<file path="src/rtl/sum_cmp_seq_if.sv">
// Operand-beat and result handshake bundle for sum_cmp_seq.
// master drives beats and consumes results; slave is the accumulator.
interface sum_cmp_seq_if #(
  parameter int A_W   = 3,
  parameter int B_W   = 4,
  parameter int T_W   = 9,
  parameter int ACC_W = 12
);
  logic             in_valid;
  logic             in_ready;
  logic [A_W-1:0]   in_a;
  logic [B_W-1:0]   in_b;
  logic [T_W-1:0]   in_thr;
  logic [2:0]       in_mode;
  logic             in_last;
  logic             res_valid;
  logic             res_ready;
  logic             res_bit;
  logic             res_ovf;
  logic [ACC_W-1:0] res_sum;

  modport master (
    output in_valid, in_a, in_b, in_thr, in_mode, in_last, res_ready,
    input  in_ready, res_valid, res_bit, res_ovf, res_sum
  );

  modport slave (
    input  in_valid, in_a, in_b, in_thr, in_mode, in_last, res_ready,
    output in_ready, res_valid, res_bit, res_ovf, res_sum
  );
endinterface

</file>
<file path="src/rtl/sum_cmp_seq.sv">
// Streaming sum-of-(a+b) accumulator with unsigned compare against a threshold.
// Define SUM_CMP_SAT_EN to saturate the accumulator instead of wrapping.
module sum_cmp_seq #(
  parameter int A_W   = 3,
  parameter int B_W   = 4,
  parameter int T_W   = 9,
  parameter int ACC_W = 12
) (
  input logic          clk,
  input logic          rst,
  sum_cmp_seq_if.slave io
);
  localparam int S_W   = ACC_W + 1;
  localparam int OP_W  = ((A_W > B_W) ? A_W : B_W) + 1;

  generate
    if (ACC_W < T_W || ACC_W < OP_W) begin : g_bad_width
      $error("sum_cmp_seq: ACC_W must be >= max(T_W, max(A_W,B_W)+1)");
    end
  endgenerate

  typedef enum logic [1:0] {IDLE, ACC, HOLD} state_t;
  typedef enum logic [2:0] {
    M_LT, M_LE, M_GT, M_GE, M_EQ, M_NE, M_RSV6, M_RSV7
  } mode_t;

  state_t           state_q, state_d;
  logic [ACC_W-1:0] acc_q, acc_d;
  logic [T_W-1:0]   thr_q, thr_d;
  mode_t            mode_q, mode_d;
  logic             ovf_q, ovf_d;
  logic             in_ready_q, in_ready_d;
  logic             res_valid_q, res_valid_d;
  logic             res_bit_q, res_bit_d;
  logic             res_ovf_q, res_ovf_d;
  logic [ACC_W-1:0] res_sum_q, res_sum_d;

  logic             accept;
  logic             first;
  logic [ACC_W-1:0] base;
  logic [S_W-1:0]   sum_ext;
  logic             carry;
  logic [ACC_W-1:0] acc_next;
  logic [T_W-1:0]   thr_eff;
  mode_t            mode_eff;
  logic             ovf_eff;

  function automatic logic relate(input mode_t m,
                                  input logic [ACC_W-1:0] x,
                                  input logic [ACC_W-1:0] y);
    case (m)
      M_LT:    return x <  y;
      M_LE:    return x <= y;
      M_GT:    return x >  y;
      M_GE:    return x >= y;
      M_EQ:    return x == y;
      M_NE:    return x != y;
      default: return 1'b0;
    endcase
  endfunction

  // Datapath: the first beat starts from zero and takes thr/mode from the
  // bus directly, so a single-beat packet can be judged on the same edge.
  always_comb begin
    accept   = io.in_valid & in_ready_q;
    first    = (state_q == IDLE);
    base     = first ? '0 : acc_q;
    sum_ext  = {1'b0, base} + S_W'(io.in_a) + S_W'(io.in_b);
    carry    = sum_ext[ACC_W];
`ifdef SUM_CMP_SAT_EN
    acc_next = carry ? '1 : sum_ext[ACC_W-1:0];
`else
    acc_next = sum_ext[ACC_W-1:0];
`endif
    thr_eff  = first ? io.in_thr : thr_q;
    mode_eff = first ? mode_t'(io.in_mode) : mode_q;
    ovf_eff  = (first ? 1'b0 : ovf_q) | carry;
  end

  always_comb begin
    state_d     = state_q;
    acc_d       = acc_q;
    thr_d       = thr_q;
    mode_d      = mode_q;
    ovf_d       = ovf_q;
    res_valid_d = res_valid_q;
    res_bit_d   = res_bit_q;
    res_ovf_d   = res_ovf_q;
    res_sum_d   = res_sum_q;

    case (state_q)
      IDLE, ACC: begin
        if (accept) begin
          acc_d  = acc_next;
          thr_d  = thr_eff;
          mode_d = mode_eff;
          ovf_d  = ovf_eff;
          if (io.in_last) begin
            state_d     = HOLD;
            res_valid_d = 1'b1;
            res_bit_d   = relate(mode_eff, acc_next, ACC_W'(thr_eff));
            res_ovf_d   = ovf_eff;
            res_sum_d   = acc_next;
          end else begin
            state_d = ACC;
          end
        end
      end
      HOLD: begin
        if (io.res_ready) begin
          state_d     = IDLE;
          res_valid_d = 1'b0;
        end
      end
      default: state_d = IDLE;
    endcase

    in_ready_d = (state_d != HOLD);
  end

  always_ff @(posedge clk or posedge rst) begin
    if (rst) begin
      state_q     <= IDLE;
      acc_q       <= '0;
      thr_q       <= '0;
      mode_q      <= M_LT;
      ovf_q       <= 1'b0;
      in_ready_q  <= 1'b0;
      res_valid_q <= 1'b0;
      res_bit_q   <= 1'b0;
      res_ovf_q   <= 1'b0;
      res_sum_q   <= '0;
    end else begin
      state_q     <= state_d;
      acc_q       <= acc_d;
      thr_q       <= thr_d;
      mode_q      <= mode_d;
      ovf_q       <= ovf_d;
      in_ready_q  <= in_ready_d;
      res_valid_q <= res_valid_d;
      res_bit_q   <= res_bit_d;
      res_ovf_q   <= res_ovf_d;
      res_sum_q   <= res_sum_d;
    end
  end

  assign io.in_ready  = in_ready_q;
  assign io.res_valid = res_valid_q;
  assign io.res_bit   = res_bit_q;
  assign io.res_ovf   = res_ovf_q;
  assign io.res_sum   = res_sum_q;
endmodule

</file>
<file path="src/flat_wrapper.sv">
// flat-port wrapper written by rule: the top's interface ports become plain ports
module sum_cmp_seq_flat 
#(
  parameter int A_W   = 3,
  parameter int B_W   = 4,
  parameter int T_W   = 9,
  parameter int ACC_W = 12
)
  (clk, rst, io_in_valid, io_in_a, io_in_b, io_in_thr, io_in_mode, io_in_last, io_res_ready, io_in_ready, io_res_valid, io_res_bit, io_res_ovf, io_res_sum);
  sum_cmp_seq_if #(.A_W(A_W), .B_W(B_W), .T_W(T_W), .ACC_W(ACC_W)) io_i ();
  input logic clk;
  input logic rst;
  input wire logic [$bits(io_i.in_valid)-1:0] io_in_valid;
  input wire logic [$bits(io_i.in_a)-1:0] io_in_a;
  input wire logic [$bits(io_i.in_b)-1:0] io_in_b;
  input wire logic [$bits(io_i.in_thr)-1:0] io_in_thr;
  input wire logic [$bits(io_i.in_mode)-1:0] io_in_mode;
  input wire logic [$bits(io_i.in_last)-1:0] io_in_last;
  input wire logic [$bits(io_i.res_ready)-1:0] io_res_ready;
  output wire logic [$bits(io_i.in_ready)-1:0] io_in_ready;
  output wire logic [$bits(io_i.res_valid)-1:0] io_res_valid;
  output wire logic [$bits(io_i.res_bit)-1:0] io_res_bit;
  output wire logic [$bits(io_i.res_ovf)-1:0] io_res_ovf;
  output wire logic [$bits(io_i.res_sum)-1:0] io_res_sum;
  assign io_i.in_valid = io_in_valid;
  assign io_i.in_a = io_in_a;
  assign io_i.in_b = io_in_b;
  assign io_i.in_thr = io_in_thr;
  assign io_i.in_mode = io_in_mode;
  assign io_i.in_last = io_in_last;
  assign io_i.res_ready = io_res_ready;
  assign io_in_ready = io_i.in_ready;
  assign io_res_valid = io_i.res_valid;
  assign io_res_bit = io_i.res_bit;
  assign io_res_ovf = io_i.res_ovf;
  assign io_res_sum = io_i.res_sum;
  sum_cmp_seq #(.A_W(A_W), .B_W(B_W), .T_W(T_W), .ACC_W(ACC_W)) u_core (.clk(clk), .rst(rst), .io(io_i));
endmodule
</file>
<file path="config.mk">
export PLATFORM = sky130hd
export DESIGN_NAME = sum_cmp_seq_flat
export DESIGN_NICKNAME = d
export VERILOG_FILES = /design/src/rtl/sum_cmp_seq_if.sv /design/src/rtl/sum_cmp_seq.sv /design/src/flat_wrapper.sv
export SDC_FILE = /design/constraint.sdc
export NUM_CORES = 1
export LEC_CHECK = 0
export BUFFER_PORTS_ARGS = -buffer_cell sky130_fd_sc_hd__buf_2
export CAP_MARGIN = 20
export CELL_PAD_IN_SITES_DETAIL_PLACEMENT = 1
export CELL_PAD_IN_SITES_GLOBAL_PLACEMENT = 2
export CORE_ASPECT_RATIO = 1.75
export CORE_MARGIN = 8
export CORE_UTILIZATION = 37
export CTS_CLUSTER_DIAMETER = 200
export DETAILED_ROUTE_END_ITERATION = 8
export PLACE_DENSITY = 0.95
export SLEW_MARGIN = 20
export SYNTH_ARGS = -nofsm -noshare
export SYNTH_HDL_FRONTEND = slang
export SYNTH_SLANG_ARGS = --single-unit
</file>
<file path="constraint.sdc">
create_clock -name clk -period 8.81 [get_ports clk]
set_input_delay 0.4405 -clock clk [delete_from_list [all_inputs] [get_ports clk]]
set_output_delay 0.4405 -clock clk [all_outputs]
set_load 0.1 [all_outputs]
</file>
==> results of run 1 <==
power by group through the flow:
stage                     clock (mW)  sequential (mW)  combinational, mW
final                          0.207            0.299              0.495
after global routing           0.219            0.307              0.543
after CTS                      0.214            0.299              0.504
after detailed placement           0            0.301              0.499
after global placement             0            0.297              0.484
after floorplan                    0            0.433              0.246
area by class of cell:
type | count | area, um^2
fillers | 847 | 3765
multi-input cells | 214 | 1370
flip-flops and latches | 43 | 1076
repair buffers | 42 | 217.7
clock buffers | 6 | 128.9
well taps | 84 | 105.1
inverters | 17 | 63.81
clock inverters | 1 | 30.03
metrics by stage:
step / instance area (um^2) / hold WS, ns / util
floorplan: 2556 / 0.4375 / -
global placement: 2833 / 0.4541 / 0.4193
detailed placement: 2833 / 0.4550 / 0.4193
CTS: 2992 / 0.3242 / 0.4428
global route: 2992 / 0.3699 / 0.4428
finish: 2992 / 0.2927 / 0.4428
registers in the layout, summed over array words and instances, names as in the netlist:
| signal | count |
|---|---|
| u_core.io.res_ovf | 1 |
| u_core.io.res_bit | 1 |
| u_core.acc_q | 12 |
| u_core.ovf_q | 1 |
| u_core.state_q | 2 |
| u_core.io.res_sum | 12 |
| u_core.mode_q | 3 |
| u_core.io.res_valid | 1 |
| u_core.thr_q | 9 |
| u_core.io.in_ready | 1 |
logic make-up (layout without fill, tap and decap cells):
group,Yosys count,count (layout),synth area share
DFF,43,43,0.4209
xor gates and xnor gates,9,9,0.03084
AOI/OAI and AO/OA,62,62,0.1493
muxes,13,13,0.05237
and+or+nand+nor,112,112,0.2036
buffers and inverters,29,66,0.04307
adders and majority gates,18,18,0.09986
path summary, 6_finish.rpt:
kind | start | to | slack, ns | cells past startpoint
worst max-delay path | u_core.state_q[1] | u_core.io.res_bit | 4.18 | 17
min in group clk | io_in_last | u_core.state_q[0] | 0.39 | 2
worst min register to register | u_core.io.res_sum[2] | u_core.io.res_sum[2] | 0.47 | 2
worst min-delay path | rst | u_core.io.res_sum[0] | 0.29 | 3
worst max register to register | u_core.state_q[1] | u_core.io.res_bit | 4.18 | 17
max in group asynchronous | rst | u_core.thr_q[7] | 8.11 | 3
synth_stat cells, types with 6 or more instances:
cell      number
a21oi_1       13
o21ai_0       31
nor2_1        16
ha_1          14
nand2_1       61
clkbuf_1      11
dfrtp_1       43
xnor2_1        6
nor3b_1        7
mux2i_1       10
inv_1         17
critical path: stages (launching register included):
cell       delay (ns)
dfrtp_1          0.44
or2_2            0.49
and2_1           0.25
fa_1             0.36
ha_1             0.23
fa_1             0.45
a211oi_1         0.34
nor2_1           0.10
xor2_1           0.15
nand2_1          0.11
inv_1            0.06
ha_1             0.29
nand3_1          0.13
nor3_1           0.47
nor3_1           0.09
nor3b_1          0.36
a2111oi_4        0.07
o22ai_1          0.14
metal layers:
| metal | track usage | part of all wire | vias to the layer above |
|---|---|---|---|
| li1 | - | - | 1052 |
| met1 | 0.1505 | 0.38 | 1076 |
| met2 | 0.2721 | 0.56 | 31 |
| met3 | 0.02707 | 0.024 | 11 |
| met4 | 0.08013 | 0.035 | 0 |
| met5 | 0 | 0 | - |
==> flow_metrics.py, run 1 <==
metrics = {
    "logic_synthesis": {
        "syn-instance-count": 286,
        "synth_cell_type_count": 39,
        "syn_area_per_cell_um2": 8.938,
        "syn_nets": 328,
        "yosys_register_bits": 43,
        "yosys.area.top_type": "dfrtp_1",
        "synth-main-ff-cell": "dfrtp_1",
        "synth-edff-count": 0,
        "synth_area_um2": 2556,
        "synth_warnings": 0,
        "synth_area_leaders": "dfrtp_1 (42%), nand2_1 (9.0%), ha_1 (6.9%)",
        "postSynth.asyncResetShare": 1.000,
        "synth_top_area_frac": 0.4209,
        "ys_seq_area_frac": 0.4209,
    },
    "power": {
        "clockPowerShare": 0.207,
        "ir_worst_vdd_uv": 143.6,
        "p_switching_mw": 0.4658,
        "seqPwrFrac": 0.298,
        "p_leak_nw": 1.442,
        "internal_power_mw": 0.5348,
        "sw_frac_of_total": 0.4655,
        "combPwrFrac": 0.495,
        "p_total_mw": 1.001,
        "powerDensity_nw_per_um2": 334.5,
    },
    "grt": {
        "grt_pass1_wl_mm": 11.65,
        "grt_use_total": 0.1481,
        "antenna_found_initial": 0,
        "overflow": 0,
        "grt_pass1_vias": 2447,
        "grt_max_degree": 44,
    },
    "critical_path": {
        "worstPathMaxFanout": 22,
        "critPathLaunchType": "register",
        "crit_arrival_ns": 4.83,
        "end_kind": "register",
        "cp_data_required_time_ns": 9.02,
        "critPathKind": "reg2reg",
    },
    "route": {
        "ant_nets": 0,
        "drc": 0,
        "routed_wl_mm": 6.817,
        "drt-initial-drc-count": 84,
        "via_per_inst": 5.332,
        "vias": 2170,
        "wl_per_cell_um": 16.75,
        "drtPass1Iterations": 4,
    },
    "die": {
        "rows": 40,
        "start_util": 0.3783,
        "die-area_um2": 9929,
        "die_w_um": 78.83,
        "die_h_um": 126.0,
        "num_io_pins": 40,
        "core_region_area_um2": 6756,
    },
    "clocking": {
        "h-tree-depth": 2,
        "path_clk_slew_ns": 0.06,
        "clock_sinks": 43,
        "tritoncts": "built",
        "root_buffer": "clkbuf_16",
        "numCtsBuffers": 5,
        "post_cts_buffers": 0,
        "clockBufferDepth": 2,
        "ctsResizeCount": 0,
        "hold_buffers": 0,
        "clk_latency_ns": 0.29,
    },
    "final_layout": {
        "layout_commonest_cell": "nand2_1",
        "area_growth_pct": 17.03,
        "final_cells": 407,
        "drive_gt1_frac": 0.1796,
        "antenna_cells": 0,
        "final_cell_mix": "nand2_1 (61), dfrtp_1 (43), buf_2 (39), o21ai_0 (31), inv_1 (17)",
        "fin_nets": 365,
    },
    "place": {
        "place_inst": 400,
        "portBuffers": 39,
        "post-place-ws_ns": 4.237,
        "gp_congestion": 0.8087,
        "dp_hpwl_mm": 5.026,
    },
    "timing": {
        "tightest_slew_ns": 0.8154,
        "setup_viol_count_final": 0,
        "finClkSkew_ns": 0.003567,
        "hold_violations": 0,
        "fin_crit_sh": 0.5253,
        "fmax_mhz": 216.1,
        "rsz0062_at_grt": "no",
        "slew_viol_final": 0,
        "tns_ns": 0,
        "layout_setup_ws_ns": 4.182,
        "layout_min_cycle_time_ns": 4.628,
        "max-slew-margin-rel": 0.4551,
    },
    "outcome": {
        "status": "complete, no violations",
    },
    "flow_run": {
        "max_cap_viol_count": 0,
    },
    "worst_hold_path": {
        "min_path_type": "in2async",
    },
}
No activity file was read; power rests on OpenSTA's default activity.
==> run 2, diff against run 1 <==
--- a/config.mk
+++ b/config.mk
@@ -11,10 +11,10 @@
 export CELL_PAD_IN_SITES_GLOBAL_PLACEMENT = 2
 export CORE_ASPECT_RATIO = 1.75
 export CORE_MARGIN = 8
-export CORE_UTILIZATION = 37
+export CORE_UTILIZATION = 31
 export CTS_CLUSTER_DIAMETER = 200
 export DETAILED_ROUTE_END_ITERATION = 8
-export PLACE_DENSITY = 0.95
+export PLACE_DENSITY = 0.87
 export SLEW_MARGIN = 20
 export SYNTH_ARGS = -nofsm -noshare
 export SYNTH_HDL_FRONTEND = slang
==> constraint.sdc (replaced) <==
create_clock -name clk -period 3.7 [get_ports clk]
set_input_delay 0.185 -clock clk [delete_from_list [all_inputs] [get_ports clk]]
set_output_delay 0.185 -clock clk [all_outputs]
set_load 0.1 [all_outputs]
==> flow_metrics.py, run 2 (synthesized netlist as in run 1, its figures left out) <==
metrics = {
    "route": {
        "vias": 2269,
        "drtPass1Iterations": 4,
        "wl_per_cell_um": 18.28,
        "via_per_inst": 5.180,
        "ant_nets": 0,
        "drc": 0,
        "drt-initial-drc-count": 110,
        "routed_wl_mm": 8.007,
    },
    "timing": {
        "max-slew-margin-rel": 0.4574,
        "setup_viol_count_final": 1,
        "slew_viol_final": 0,
        "layout_min_cycle_time_ns": 3.833,
        "tightest_slew_ns": 0.8119,
        "layout_setup_ws_ns": -0.1334,
        "hold_violations": 0,
        "fin_crit_sh": 1.036,
        "fmax_mhz": 260.9,
        "finClkSkew_ns": 0.002931,
        "rsz0062_at_grt": "yes",
    },
    "critical_path": {
        "crit_arrival_ns": 4.04,
        "worstPathMaxFanout": 5,
        "critPathMaxStageDelay_ns": 0.46,
        "cp_data_required_time_ns": 3.91,
        "critPathKind": "reg2reg",
        "path_cells": "or2_4 -> and2_4 -> fa_2 -> ha_4 -> fa_2 -> a211oi_2 -> nor2_1 -> xor2_1 -> nand2_1 -> inv_2 -> ha_4 -> a21oi_2 -> nor2b_1 -> or4_1 -> o211ai_1 -> a221oi_1 -> o22ai_1",
        "crit_buf_inv": 1,
        "cp.depth": 17,
        "cp_top_family": "simple AND/OR/NAND/NOR gates",
        "reg2reg_depth": 17,
        "critPathLaunchType": "register",
        "end_kind": "register",
        "cpMaxStageDelayCell": "or4_1",
    },
    "grt": {
        "grt_max_degree": 44,
        "grt_pass1_wl_mm": 12.99,
        "grt_pass1_vias": 2531,
        "overflow": 0,
        "antenna_found_initial": 0,
        "grt_use_total": 0.1457,
    },
    "clocking": {
        "clockBufferDepth": 2,
        "tritoncts": "built",
        "numCtsBuffers": 5,
        "hold_buffers": 0,
        "h-tree-depth": 2,
        "path_clk_slew_ns": 0.06,
        "clk_latency_ns": 0.29,
        "clock_sinks": 43,
        "root_buffer": "clkbuf_16",
    },
    "power": {
        "powerDensity_nw_per_um2": 788.1,
        "p_leak_nw": 1.550,
        "p_total_mw": 2.594,
        "ir_worst_vdd_uv": 237.9,
    },
    "outcome": {
        "violations": "setup timing",
        "status": "complete, but fails checks",
    },
    "die": {
        "die-area_um2": 11520,
        "start_util": 0.3137,
        "die_w_um": 84.65,
        "core_region_area_um2": 8148,
        "num_io_pins": 40,
        "rows": 44,
        "die_h_um": 136.1,
    },
    "place": {
        "dpl_cell_area_um2": 2984,
        "portBuffers": 39,
        "gp_congestion": 0.7910,
        "dp_hpwl_mm": 5.755,
    },
    "final_layout": {
        "postLayoutCellArea_um2": 3292,
        "fin_nets": 387,
        "drive_gt1_frac": 0.2977,
        "layout_commonest_cell": "nand2_1",
        "final_cell_mix": "nand2_1 (61), dfrtp_1 (43), buf_2 (39), o21ai_0 (28), buf_4 (24)",
        "area_growth_pct": 28.78,
        "antenna_cells": 0,
    },
    "worst_hold_path": {
        "min_path_type": "in2async",
    },
    "flow_run": {
        "max_cap_viol_count": 0,
    },
}
-- run 2: cell types whose count changed in the layout (fill, tap and decap cells not counted), sizes merged --
| cell | delta |
|---|---|
| buf | +22 |
| bufinv | -1 |
| clkbuf | -1 |
| clkinv | +4 |
| inv | -1 |
-- run 2: report_power, final --
part           total, mW  internal, mW  switching (mW)
sequential         0.710         0.613          0.0967
combinational       1.45         0.499           0.946
clock              0.439         0.247           0.192
total               2.59          1.36            1.24
-- run 2: path summary, 6_finish.rpt --
kind,slack (ns),startpoint,endpoint
worst max-delay path,-0.13,u_core.state_q[0],u_core.io.res_bit
worst min-delay path,0.03,rst,u_core.io.res_sum[9]
worst max register to register,-0.13,u_core.state_q[0],u_core.io.res_bit
worst min register to register,0.47,u_core.io.res_sum[0],u_core.io.res_sum[0]
max in group asynchronous,3.25,rst,u_core.thr_q[1]
min in group clk,0.16,io_in_last,u_core.state_q[0]
-- run 2: timing repair --
item	4_1_cts	5_1_grt
cloned	0	0
setup endpoints to repair	1	3
gates resized for setup	6	14
setup buffers	12	1
pin swaps	7	4
-- run 2: cell type report --
| type | instances | area, um^2 |
|---|---|---|
| tap | 92 | 115.1 |
| timing repair buffer | 64 | 386.6 |
| inverter | 17 | 63.81 |
| fill | 964 | 4856 |
| sequential | 43 | 1076 |
| clock buffer | 5 | 125.1 |
| multi-input combinational | 214 | 1510 |
| clock inverter | 3 | 15.01 |
-- run 2: stage by stage --
step / instances / setup TNS (ns) / setup WS, ns / util / hold slack (ns)
after floorplan: 286 / -0.2591 / -0.2591 / - / 0.2912
after global placement: 421 / -0.06991 / -0.06991 / 0.3662 / 0.3526
after detailed placement: 421 / -0.1689 / -0.1689 / 0.3662 / 0.3748
after CTS: 441 / -0.4685 / -0.1742 / 0.3971 / 0.06023
after global routing: 438 / -0.3571 / -0.3571 / 0.4040 / 0.1063
final: 438 / -0.1334 / -0.1334 / 0.4040 / 0.03405
-- run 2: worst register-to-register path, cell delays in order, from the launching register on --
cell      delay (ns)
dfrtp_1         0.38
or2_4           0.28
and2_4          0.17
fa_2            0.35
ha_4            0.19
fa_2            0.37
a211oi_2        0.25
nor2_1          0.11
xor2_1          0.21
nand2_1         0.13
inv_2           0.08
ha_4            0.21
a21oi_2         0.12
nor2b_1         0.07
or4_1           0.46
o211ai_1        0.17
a221oi_1        0.10
o22ai_1         0.13
-- run 2: metal layers --
metal,vias to the layer above,GRT usage,share of wire
met2,40,0.2799,0.55
met1,1120,0.1438,0.38
met4,0,0.08475,0.039
met5,-,0,0
met3,16,0.02058,0.028
li1,1093,-,-
==> run 3, diff against run 2 <==
--- a/config.mk
+++ b/config.mk
@@ -15,6 +15,7 @@
 export CTS_CLUSTER_DIAMETER = 200
 export DETAILED_ROUTE_END_ITERATION = 8
 export PLACE_DENSITY = 0.87
+export RECOVER_POWER = 50
 export SLEW_MARGIN = 20
 export SYNTH_ARGS = -nofsm -noshare
 export SYNTH_HDL_FRONTEND = slang
==> flow_metrics.py, run 3 (synthesized netlist as in run 1, its figures left out) <==
metrics = {
    "power": {
        "p_leak_nw": 1.521,
        "p_total_mw": 2.584,
        "ir_worst_vdd_uv": 238.2,
        "powerDensity_nw_per_um2": 789.2,
    },
    "place": {
        "gp_congestion": 0.7910,
        "dpl_cell_area_um2": 2984,
        "portBuffers": 39,
        "post-place-ws_ns": -0.1689,
        "place_inst": 421,
        "dp_hpwl_mm": 5.755,
    },
    "clocking": {
        "tritoncts": "built",
        "numCtsBuffers": 5,
        "root_buffer": "clkbuf_16",
        "clockBufferDepth": 2,
        "h-tree-depth": 2,
        "clk_latency_ns": 0.29,
        "clock_sinks": 43,
        "path_clk_slew_ns": 0.06,
    },
    "grt": {
        "grt_busiest_layer": "met2",
        "grt_pass1_vias": 2531,
        "grt_use_total": 0.1457,
        "gr-usage-met3": 0.02058,
        "met2_usage": 0.2799,
        "use_met1": 0.1438,
        "antenna_found_initial": 0,
        "grt_pass1_wl_mm": 12.99,
        "grt_max_degree": 44,
        "overflow": 0,
    },
    "timing": {
        "hold_violations": 0,
        "tightest_slew_ns": 2.427,
        "max-slew-margin-rel": -0.6181,
        "fin_crit_sh": 1.035,
        "slew_viol_final": 44,
        "setup_viol_count_final": 1,
        "layout_min_cycle_time_ns": 3.828,
        "rsz0062_at_grt": "yes",
        "finClkSkew_ns": 0.002400,
        "fmax_mhz": 261.2,
        "layout_setup_ws_ns": -0.1284,
    },
    "route": {
        "via_per_inst": 5.180,
        "drt-initial-drc-count": 104,
        "wl_per_cell_um": 18.22,
        "ant_nets": 0,
        "routed_wl_mm": 7.982,
        "drc": 0,
        "drtPass1Iterations": 4,
        "vias": 2269,
    },
    "critical_path": {
        "crit_arrival_ns": 4.04,
        "r2r_end": "u_core.io.res_bit",
        "cp_top_family": "simple AND/OR/NAND/NOR gates",
        "reg2reg_depth": 17,
        "worstPathMaxFanout": 5,
        "critPathKind": "reg2reg",
        "critPathLaunchType": "register",
        "critPathMaxStageDelay_ns": 0.46,
        "cpMaxStageDelayCell": "or4_1",
        "rr_startpoint": "u_core.state_q[0]",
        "path_cells": "or2_4 -> and2_4 -> fa_2 -> ha_4 -> fa_2 -> a211oi_2 -> nor2_1 -> xor2_1 -> nand2_1 -> inv_2 -> ha_4 -> a21oi_2 -> nor2b_1 -> or4_1 -> o211ai_1 -> a221oi_1 -> o22ai_1",
        "cp_data_required_time_ns": 3.91,
        "end_kind": "register",
        "crit_buf_inv": 1,
        "r2r_setup_slack_ns": -0.13,
    },
    "worst_hold_path": {
        "hold_path_end": "u_core.state_q[0]",
        "hold_start": "io_in_last",
        "min_path_type": "in2reg",
        "worstHoldPathCells": 2,
    },
    "final_layout": {
        "postLayoutCellArea_um2": 3274,
        "layout_commonest_cell": "nand2_1",
        "drive_gt1_frac": 0.2746,
        "area_growth_pct": 28.10,
        "fin_nets": 387,
        "antenna_cells": 0,
        "final_cell_mix": "nand2_1 (61), dfrtp_1 (43), buf_2 (34), o21ai_0 (28), buf_4 (21)",
        "fillers": 966,
        "final_cells": 438,
    },
    "die": {
        "start_util": 0.3137,
        "die-area_um2": 11520,
        "core_region_area_um2": 8148,
        "die_h_um": 136.1,
        "num_io_pins": 40,
        "die_w_um": 84.65,
        "rows": 44,
    },
    "flow_run": {
        "max_cap_viol_count": 1,
    },
    "outcome": {
        "status": "complete, but fails checks",
        "violations": "capacitance limit, slew limit, setup timing",
    },
}
[run 3: layout make-up]
class | count | area [um^2] | area share
clock buffers | 5 | 125.1 | 0.03821
inverters | 17 | 63.81 | 0.01949
flip-flops and latches | 43 | 1076 | 0.3286
well taps | 92 | 115.1 | 0.03515
clock inverters | 3 | 15.01 | 0.004585
multi-input cells | 214 | 1510 | 0.4612
repair buffers | 64 | 369.1 | 0.1127
[run 3: metal layers]
| layer | share of wire | vias up |
|---|---|---|
| met1 | 0.37 | 1118 |
| met4 | 0.038 | 0 |
| li1 | - | 1093 |
| met3 | 0.029 | 16 |
| met2 | 0.56 | 42 |
| met5 | 0 | - |
[run 3: worst max-delay path by stage]
stage	startpoint	end	slack, ns	depth (start not counted)
2_1_floorplan	u_core.state_q[1]	u_core.io.res_bit	-0.26	17
3_3_place_gp	u_core.state_q[1]	u_core.io.res_bit	-0.07	16
3_5_place_dp	u_core.state_q[1]	u_core.io.res_bit	-0.17	17
4_1_cts	u_core.state_q[0]	u_core.io.res_bit	-0.17	16
5_1_grt	u_core.state_q[0]	u_core.io.res_bit	-0.36	18
6_report	u_core.state_q[0]	u_core.io.res_bit	-0.13	17
[run 3: timing repair]
action / in CTS / in global routing
setup buffers: 12 / 1
hold buffers: 0 / 0
pin swaps: 7 / 4
gates resized for setup: 6 / 14
endpoints found under the setup margin: 1 / 3
[run 3: power by group]
group | internal, mW | leakage, nW | switching [mW]
sequential | 0.613 | 0.549 | 0.0971
combinational | 0.490 | 0.899 | 0.945
clock | 0.247 | 0.0733 | 0.191
[run 3: through the flow]
| stage | hold slack [ns] | util | TNS (ns) |
|---|---|---|---|
| 2_1_floorplan | 0.2912 | - | -0.2591 |
| 3_3_place_gp | 0.3526 | 0.3662 | -0.06991 |
| 3_5_place_dp | 0.3748 | 0.3662 | -0.1689 |
| 4_1_cts | 0.06023 | 0.3971 | -0.4685 |
| 5_1_grt | 0.1686 | 0.4019 | -0.3571 |
| 6_report | 0.1561 | 0.4019 | -0.1284 |
